File: config.mk
export PLATFORM = sky130hd
export DESIGN_NAME = risc_mem_responder
export DESIGN_NICKNAME = d
export VERILOG_FILES = /design/src/rtl/risc_mem_pkg.sv /design/src/rtl/risc_addr_decode.sv /design/src/rtl/risc_mem_responder.sv
export SDC_FILE = /design/constraint.sdc
export NUM_CORES = 1
export LEC_CHECK = 0
export CAP_MARGIN = 0
export CORE_MARGIN = 10
export CORE_UTILIZATION = 46
export CTS_CLUSTER_SIZE = 30
export DETAILED_ROUTE_END_ITERATION = 12
export PLACE_DENSITY = 0.86
export SYNTH_ARGS = -nofsm -noshare
export SYNTH_HDL_FRONTEND = slang
export SYNTH_SLANG_ARGS = --single-unit
File: constraint.sdc
create_clock -name i_clk -period 3.4 [get_ports i_clk]
set_input_delay 0.51 -clock i_clk [delete_from_list [all_inputs] [get_ports i_clk]]
set_output_delay 0.51 -clock i_clk [all_outputs]
set_load 0.02 [all_outputs]
File: src/rtl/risc_mem_pkg.sv
// Purpose : shared types, widths and region decode for the RISC memory responder.
// Latency : n/a (package).
// Backpressure: n/a (package).
package risc_mem_pkg;

    localparam int          ADDR_W     = 13;
    localparam int          DATA_W     = 8;
    localparam int          RAM_AW     = 10;
    localparam int          WAIT_W     = 4;
    localparam logic [1:0]  RAM_REGION = 2'b11;

    typedef enum logic {
        REG_ROM,
        REG_RAM
    } region_e;

    typedef enum logic [1:0] {
        IDLE,
        ACCESS,
        RESP,
        RELEASE
    } state_e;

    // The top two address bits pick the region; everything else is ROM.
    // The shift form keeps the whole address in the expression, so the
    // low bits do not look like dead inputs.
    function automatic region_e decode_region(input logic [ADDR_W-1:0] addr);
        return ((addr >> (ADDR_W - 2)) == ADDR_W'(RAM_REGION)) ? REG_RAM : REG_ROM;
    endfunction

endpackage

File: src/rtl/risc_addr_decode.sv
// Purpose : combinational CPU address -> ROM/RAM region select.
// Latency : 0 cycles (pure combinational).
// Backpressure: none; always produces a select.
//
// Ports:
//   i_addr    CPU request address
//   o_rom_sel address falls in the ROM region
//   o_ram_sel address falls in the RAM region (exactly one select is high)
module risc_addr_decode
    import risc_mem_pkg::*;
(
    input  logic [ADDR_W-1:0] i_addr,
    output logic              o_rom_sel,
    output logic              o_ram_sel
);

    region_e w_region;

    always_comb begin
        w_region  = decode_region(i_addr);
        o_ram_sel = (w_region == REG_RAM);
        o_rom_sel = (w_region == REG_ROM);
    end

endmodule

File: src/rtl/risc_mem_responder.sv
// Purpose : CPU-bus memory responder; decodes rd/wr to ROM or RAM, drives strobes with wait states.
// Latency : ready at WAIT+2 cycles after acceptance cycle (ROM_WAIT/RAM_WAIT), 1 cycle for errors.
// Backpressure: request levels held until ready; RELEASE waits for rd/wr to drop; halt blocks acceptance.
//
// Ports:
//   i_clk, i_rst                          clock, async active-high reset
//   i_cpu_halt/rd/wr/addr/wdata           CPU request side (levels)
//   o_cpu_rdata/ready/err                 CPU response (ready/err are 1-cycle pulses)
//   o_rom_addr/ena/read, i_rom_data       ROM port
//   o_ram_addr/ena/read/write/wdata, i_ram_rdata  RAM port
module risc_mem_responder
    import risc_mem_pkg::*;
#(
    parameter int unsigned ROM_WAIT = 2,
    parameter int unsigned RAM_WAIT = 1
) (
    input  logic              i_clk,
    input  logic              i_rst,
    input  logic              i_cpu_halt,
    input  logic              i_cpu_rd,
    input  logic              i_cpu_wr,
    input  logic [ADDR_W-1:0] i_cpu_addr,
    input  logic [DATA_W-1:0] i_cpu_wdata,
    output logic [DATA_W-1:0] o_cpu_rdata,
    output logic              o_cpu_ready,
    output logic              o_cpu_err,
    output logic [ADDR_W-1:0] o_rom_addr,
    output logic              o_rom_ena,
    output logic              o_rom_read,
    input  logic [DATA_W-1:0] i_rom_data,
    output logic [RAM_AW-1:0] o_ram_addr,
    output logic              o_ram_ena,
    output logic              o_ram_read,
    output logic              o_ram_write,
    output logic [DATA_W-1:0] o_ram_wdata,
    input  logic [DATA_W-1:0] i_ram_rdata
);

    localparam logic [WAIT_W-1:0] ROM_CNT = WAIT_W'(ROM_WAIT);
    localparam logic [WAIT_W-1:0] RAM_CNT = WAIT_W'(RAM_WAIT);

    state_e             r_state;
    logic [ADDR_W-1:0]  r_addr;
    logic [DATA_W-1:0]  r_wdata;
    logic [DATA_W-1:0]  r_rdata;
    logic [WAIT_W-1:0]  r_cnt;
    logic               r_is_rd;
    region_e            r_region;
    logic               r_ready;
    logic               r_err;
    logic               r_rom_ena;
    logic               r_rom_read;
    logic               r_ram_ena;
    logic               r_ram_read;
    logic               r_ram_write;

    logic               w_rom_sel;
    logic               w_ram_sel;
    logic               w_one_req;
    logic               w_any_req;
    logic               w_rom_wr;

    risc_addr_decode u_decode (
        .i_addr    (i_cpu_addr),
        .o_rom_sel (w_rom_sel),
        .o_ram_sel (w_ram_sel)
    );

    assign w_one_req = i_cpu_rd ^ i_cpu_wr;
    assign w_any_req = i_cpu_rd | i_cpu_wr;
    assign w_rom_wr  = i_cpu_wr & w_rom_sel;

    // Every output comes straight off a register; the strobes are set on the
    // accepting edge so they appear the cycle after the request is seen.
    always_ff @(posedge i_clk or posedge i_rst) begin
        if (i_rst) begin
            r_state     <= IDLE;
            r_addr      <= '0;
            r_wdata     <= '0;
            r_rdata     <= '0;
            r_cnt       <= '0;
            r_is_rd     <= 1'b0;
            r_region    <= REG_ROM;
            r_ready     <= 1'b0;
            r_err       <= 1'b0;
            r_rom_ena   <= 1'b0;
            r_rom_read  <= 1'b0;
            r_ram_ena   <= 1'b0;
            r_ram_read  <= 1'b0;
            r_ram_write <= 1'b0;
        end else begin
            case (r_state)
                IDLE: begin
                    if (!i_cpu_halt) begin
                        if (w_one_req && !w_rom_wr) begin
                            r_addr      <= i_cpu_addr;
                            r_wdata     <= i_cpu_wdata;
                            r_is_rd     <= i_cpu_rd;
                            r_region    <= w_ram_sel ? REG_RAM : REG_ROM;
                            r_cnt       <= w_ram_sel ? RAM_CNT : ROM_CNT;
                            // Only reads reach this branch for the ROM region.
                            r_rom_ena   <= w_rom_sel;
                            r_rom_read  <= w_rom_sel;
                            r_ram_ena   <= w_ram_sel;
                            r_ram_read  <= w_ram_sel & i_cpu_rd;
                            r_ram_write <= w_ram_sel & i_cpu_wr;
                            r_state     <= ACCESS;
                        end else if (w_any_req) begin
                            // Both strobes, or a write into ROM: answer with an
                            // error without touching either memory.
                            r_ready <= 1'b1;
                            r_err   <= 1'b1;
                            r_state <= RESP;
                        end
                    end
                end

                ACCESS: begin
                    if (r_cnt != '0) begin
                        r_cnt <= r_cnt - 1'b1;
                    end else begin
                        // Last strobe cycle: memory data is valid now.
                        if (r_is_rd) begin
                            r_rdata <= (r_region == REG_RAM) ? i_ram_rdata : i_rom_data;
                        end
                        r_rom_ena   <= 1'b0;
                        r_rom_read  <= 1'b0;
                        r_ram_ena   <= 1'b0;
                        r_ram_read  <= 1'b0;
                        r_ram_write <= 1'b0;
                        r_ready     <= 1'b1;
                        r_state     <= RESP;
                    end
                end

                RESP: begin
                    r_ready <= 1'b0;
                    r_err   <= 1'b0;
                    r_state <= RELEASE;
                end

                RELEASE: begin
                    // A request still held from the last transfer must drop
                    // first, otherwise it would be serviced twice.
                    if (!w_any_req) begin
                        r_state <= IDLE;
                    end
                end

                default: r_state <= IDLE;
            endcase
        end
    end

    assign o_cpu_rdata = r_rdata;
    assign o_cpu_ready = r_ready;
    assign o_cpu_err   = r_err;
    assign o_rom_addr  = r_addr;
    assign o_rom_ena   = r_rom_ena;
    assign o_rom_read  = r_rom_read;
    assign o_ram_addr  = r_addr[RAM_AW-1:0];
    assign o_ram_ena   = r_ram_ena;
    assign o_ram_read  = r_ram_read;
    assign o_ram_write = r_ram_write;
    assign o_ram_wdata = r_wdata;

endmodule

* Word level (Yosys, flattened, before mapping)
Index checks and enable logic that the tools add are counted.
Storage, ports and cells: input bits 42, logic and storage cells 81, flip-flop bits (word level) 43
Cells by class: add/sub/neg operators 1, multiplexer cells 33, eq/ne operators 12, reduce and logical (&&, ||, !) cells 14, bitwise logic cells 8
Operator list (count):
- $reduce_and A4 Y1 | 4
- $mux W1 | 15
- $ne A2 B2 Y1 const B | 7
- $mux W2 | 6
- $mux W4 | 3
- $pmux W1 S2 | 5
- $mux W8 | 1
- $pmux W2 S4 | 1
- $pmux W4 S2 | 1
- $eq A2 B2 Y1 const B | 3
- $reduce_and A3 Y1 | 2
- $reduce_and A5 Y1 | 1
- $reduce_bool A2 Y1 | 2
- $reduce_bool A4 Y1 | 1
- $sub A4 B1 Y4 const B | 1
- $and A1 B1 Y1 | 3
- $ne A3 B3 Y1 const B | 1
- $not A1 Y1 | 3
- $pmux W1 S3 | 1
- $reduce_bool A3 Y1 | 1
- $eq A2 B1 Y1 const B | 1
- $logic_not A2 Y1 | 1
- $logic_and A1 B1 Y1 | 1
- $logic_not A1 Y1 | 1
- other kinds (2) | 2

* Logic depth before layout (Yosys ltp)
word-level depth 9, mapped depth 8, mapped depth without buffers 6

* Modules after synthesis
From an unflattened synthesis, not the netlist that was laid out.
Second synthesis, totals: cell total of the unflattened synthesis 187, area total of the unflattened synthesis 2148.3 um2
Modules (own cells, without submodules):
- risc_mem_responder | sequential area each 1076.0 um2, area an instance 2138.3 um2, cells each 185, times used 1
- risc_addr_decode | sequential area each 0.0 um2, area an instance 10.0 um2, cells each 2, times used 1

* Least setup slack after synthesis
OpenSTA, ideal clock, no wires.
path type input to register, start point in i_cpu_rd, end point reg r_cnt[0], setup slack 1.578 ns, cell stages on the path 6, library setup time 0.069 ns, arrival time 1.753 ns, path through inv_1 > ha_1 > nand2_2 > o31a_1 > or4_1 > nand3_1
On the way: cells in the longest elaborated chain, start to end 4
Ends and longest elaborated chain:
- start: declaration | RTL line risc_mem_responder.sv:20 | input logic i_cpu_rd,
- $xor A1 B1 Y1 | RTL line risc_mem_responder.sv:69 | assign w_one_req = i_cpu_rd ^ i_cpu_wr;
- $logic_and A1 B1 Y1 | RTL line risc_mem_responder.sv:95 | if (w_one_req && !w_rom_wr) begin
- $ne A2 B2 Y1 (no line)
- $reduce_and A4 Y1 (no line)
- end signal: assignment | RTL line risc_mem_responder.sv:100 | r_cnt <= w_ram_sel ? RAM_CNT : ROM_CNT;
- end signal: assignment | RTL line risc_mem_responder.sv:120 | r_cnt <= r_cnt - 1'b1;
- end: declaration | RTL line risc_mem_responder.sv:46 | logic [WAIT_W-1:0] r_cnt;
Every way passes these cells. A chain may end at the register's enable or synchronous reset.

* Worst setup path in the final report
start point in i_cpu_wr, end point reg r_ram_write (netlist: o_ram_write)
On the way: cells in the longest elaborated chain, start to end 5, elaborated cells on any way between the ends 10, classes of those cells 1 x eq/ne; 3 x mux; 3 x bitwise; 3 x reduce/logical
Ends and longest elaborated chain:
- start: declaration | RTL line risc_mem_responder.sv:21 | input logic i_cpu_wr,
- $and A1 B1 Y1 | RTL line risc_mem_responder.sv:71 | assign w_rom_wr = i_cpu_wr & w_rom_sel;
- $logic_not A1 Y1 | RTL line risc_mem_responder.sv:95
- $logic_and A1 B1 Y1 | RTL line risc_mem_responder.sv:95
- $ne A2 B2 Y1 (no line)
- $reduce_and A4 Y1 (no line)
- end signal: assignment | RTL line risc_mem_responder.sv:106 | r_ram_write <= w_ram_sel & i_cpu_wr;
- end: declaration | RTL line risc_mem_responder.sv:55 | logic r_ram_write;
Parallel ways exist; a longest one is shown, timed or not. The select of a mux whose other input is x is not followed.

==> results_dict.tcl <==
set metrics [dict create \
    yosys.area_share.simple_pct 20.3 \
    outcome "finished clean" \
    cp.arrival_ns 2.68 \
    ys_async_sr_fraction_pct 100 \
    yosys-mux-area-fraction_pct 5.67 \
    min_from "o_ram_wdata[5]" \
    slew_headroom_pct 39.2 \
    drt_pass1_iterations 4 \
    fmax_mhz 408 \
    io_pins 88 \
    die-area_um2 7780 \
    hold_class "register to register" \
    fin_tns_setup_ns 0 \
    synth_top_family_by_area "simple AND/OR/NAND/NOR gates" \
    gp_congestion 0.857 \
    fin_crit_ns 2.45 \
    synth-seq-area-share_pct 50.3 \
    grt-ovfl-total 0 \
    crit_path_max_fanout 28 \
    gr-usage-all-layers_pct 14.6 \
    fin_ws_ns 0.951 \
    syn_to_final_growth_pct 44.2 \
    dr_wl_met2_um 2590 \
    yosys_warnings 0 \
    cts_setup_buffers 0 \
    cts_max_path_buffers 2 \
    finalHoldViolations 0 \
    die_x_um 88.2 \
    antenna_found_initial 0 \
    pwr_density_cell_nw_per_um2 880 \
    dr.max_layer_used "met4" \
    p_total_mw 2.72 \
    preCtsSetupSlack_ns 0.631 \
    synth-edff-count 0 \
    postCtsHoldBufs 0 \
    die_y_um 88.2 \
    fillerInstances 341 \
    r2r-end "o_ram_write" \
    ant_nets 0 \
    drt-vias-per-instance 5.16 \
    fin_hold_ws_ns 0.479 \
    netlist_area_um2 2140 \
    rsz0062_at_grt "false" \
    final_nets 358 \
    core-area_um2 4440 \
    synth_xor_area_share_pct 0 \
    fp-row-count 24 \
    grt_first_pass_wirelength_um 9190 \
    met1_length_um 2550 \
    crit_path_end_kind "register" \
    finalSetupViolCount 0 \
    vdd_drop_max_v 0.000470 \
    holdPathEnd "o_ram_wdata[5]" \
    worst_pin_slew_ns 0.913 \
    clock_sinks 43 \
    cts_tree "built" \
    synth.distinct_cells 39 \
    io_buffers 87 \
    wl_met3_um 539 \
    crit_required_ns 3.63 \
    grt_max_degree 29 \
    synth-compound-area-share_pct 11.6 \
    rrSetupSlack_ns 1.19 \
    dp_hpwl_um 4480 \
    initial_utilization_pct 48.2 \
    wire_per_inst_um 16.0 \
    power.leakage_nw 1.42 \
    syn_avg_cell_area_um2 9.23 \
    final_common_cell "clkdlybuf4s50_1" \
    syn_inst 232 \
    layout_common_cells "clkdlybuf4s50_1, nand2_1, dfrtp_1, nor2_1, a21oi_1" \
    routed_wl_um 5760 \
    htreeDepth 2 \
    rr_startpoint "r_state[0]" \
    worstSkewPairLatency_ns 0.29 \
    critPathLaunchType "input port" \
    cts_buffers 5 \
    syn-num-nets 282 \
    ys.flop_type "dfrtp_1" \
    timing.final.crit_share_pct 72.0 \
    fin_skew_ns 0.00512 \
    synth_adder_area_share_pct 4.68 \
    synth-seq-cells 43 \
    slew_violations 0 \
    grt_pass1_vias 1881 \
    antenna_cells 0 \
    drc 0 \
    cap_violations 0 \
    min_path_cells 2 \
    path_clk_slew_ns 0.08 \
    drive_gt1_share_pct 5.50 \
    num_vias 1861 \
    drtIter0Drc 98 \
    cts_resized 0 \
    path_class "input port to register" \
    root_buffer "clkbuf_8" \
    rr_worst_depth 6 \
]
[synth_stat cells, drive strengths merged (4+ instances only)]
master,instances,area [um^2]
dfrtp,43,1080
o21ai,10,50.1
nor3,4,25.0
nand2b,4,25.0
a21oi,13,65.1
nor2,13,48.8
ha,8,100
mux2i,11,110
clkbuf,5,20.0
nand2,69,262
buf,15,108
inv,9,33.8
[worst max-delay path: stages]
cell and delay (ns):
clkdlybuf4s50_1 0.51, inv_1 0.05, ha_1 0.33, nand2_2 0.10
or3_1 0.71, nor3_2 0.30, a22o_1 0.18
[state kept, by name (all words and copies together) (netlist names), 2 cells and up]
signal       flops
o_rom_addr      13
o_ram_wdata      8
r_cnt            4
o_cpu_rdata      8
r_state          2
[kinds of logic after synthesis]
kind of cell | Yosys count
AND/OR/NAND/NOR | 101
AO/OA/AOI/OAI | 39
adder cells (fa/ha/maj) | 8
buffers and inverters | 29
multiplexers | 12
flip-flops | 43
[metrics by stage]
stage / cells / utilization (%) / cell area (um^2)
after global placement: 353 / 66.8 / 2970
after CTS: 361 / 69.5 / 3090
after detailed placement: 353 / 66.8 / 2970
after floorplan: 232 / - / 2140
final: 361 / 69.5 / 3090
after global routing: 361 / 69.5 / 3090
[worst max path at each step]
| stage | cells after the start | from | slack [ns] | to |
|---|---|---|---|---|
| floorplan | 6 | i_cpu_rd | 1.58 | r_cnt[0] |
| global placement | 7 | i_cpu_wr | 0.69 | o_rom_read |
| detailed placement | 7 | i_cpu_wr | 0.63 | o_ram_read |
| CTS | 7 | i_cpu_wr | 0.94 | o_ram_write |
| global route | 7 | i_cpu_wr | 0.81 | o_ram_read |
| finish | 7 | i_cpu_wr | 0.95 | o_ram_write |
[power breakdown]
part           total [mW]  internal, mW  switching [mW]
clock               0.412         0.238           0.174
sequential          0.896         0.728           0.168
combinational        1.41         0.674           0.736
total                2.72          1.64            1.08
[final cells by class]
type | count | area (um^2) | share of cell area (%)
sequential | 43 | 1080 | 34.9
tap | 52 | 65.1 | 2.11
clock inverter | 2 | 35.0 | 1.13
inverter | 9 | 33.8 | 1.09
clock buffer | 6 | 82.6 | 2.68
multi-input combinational | 160 | 908 | 29.4
timing repair buffer | 89 | 886 | 28.7
[per-layer routing]
| metal | global-route usage (%) | vias up |
|---|---|---|
| met5 | 0 | - |
| met4 | 4.26 | 0 |
| met3 | 5.61 | 10 |
| met2 | 23.7 | 77 |
| met1 | 17.8 | 860 |
| li1 | - | 914 |
Note: power is estimated with default switching activity, not from simulation.
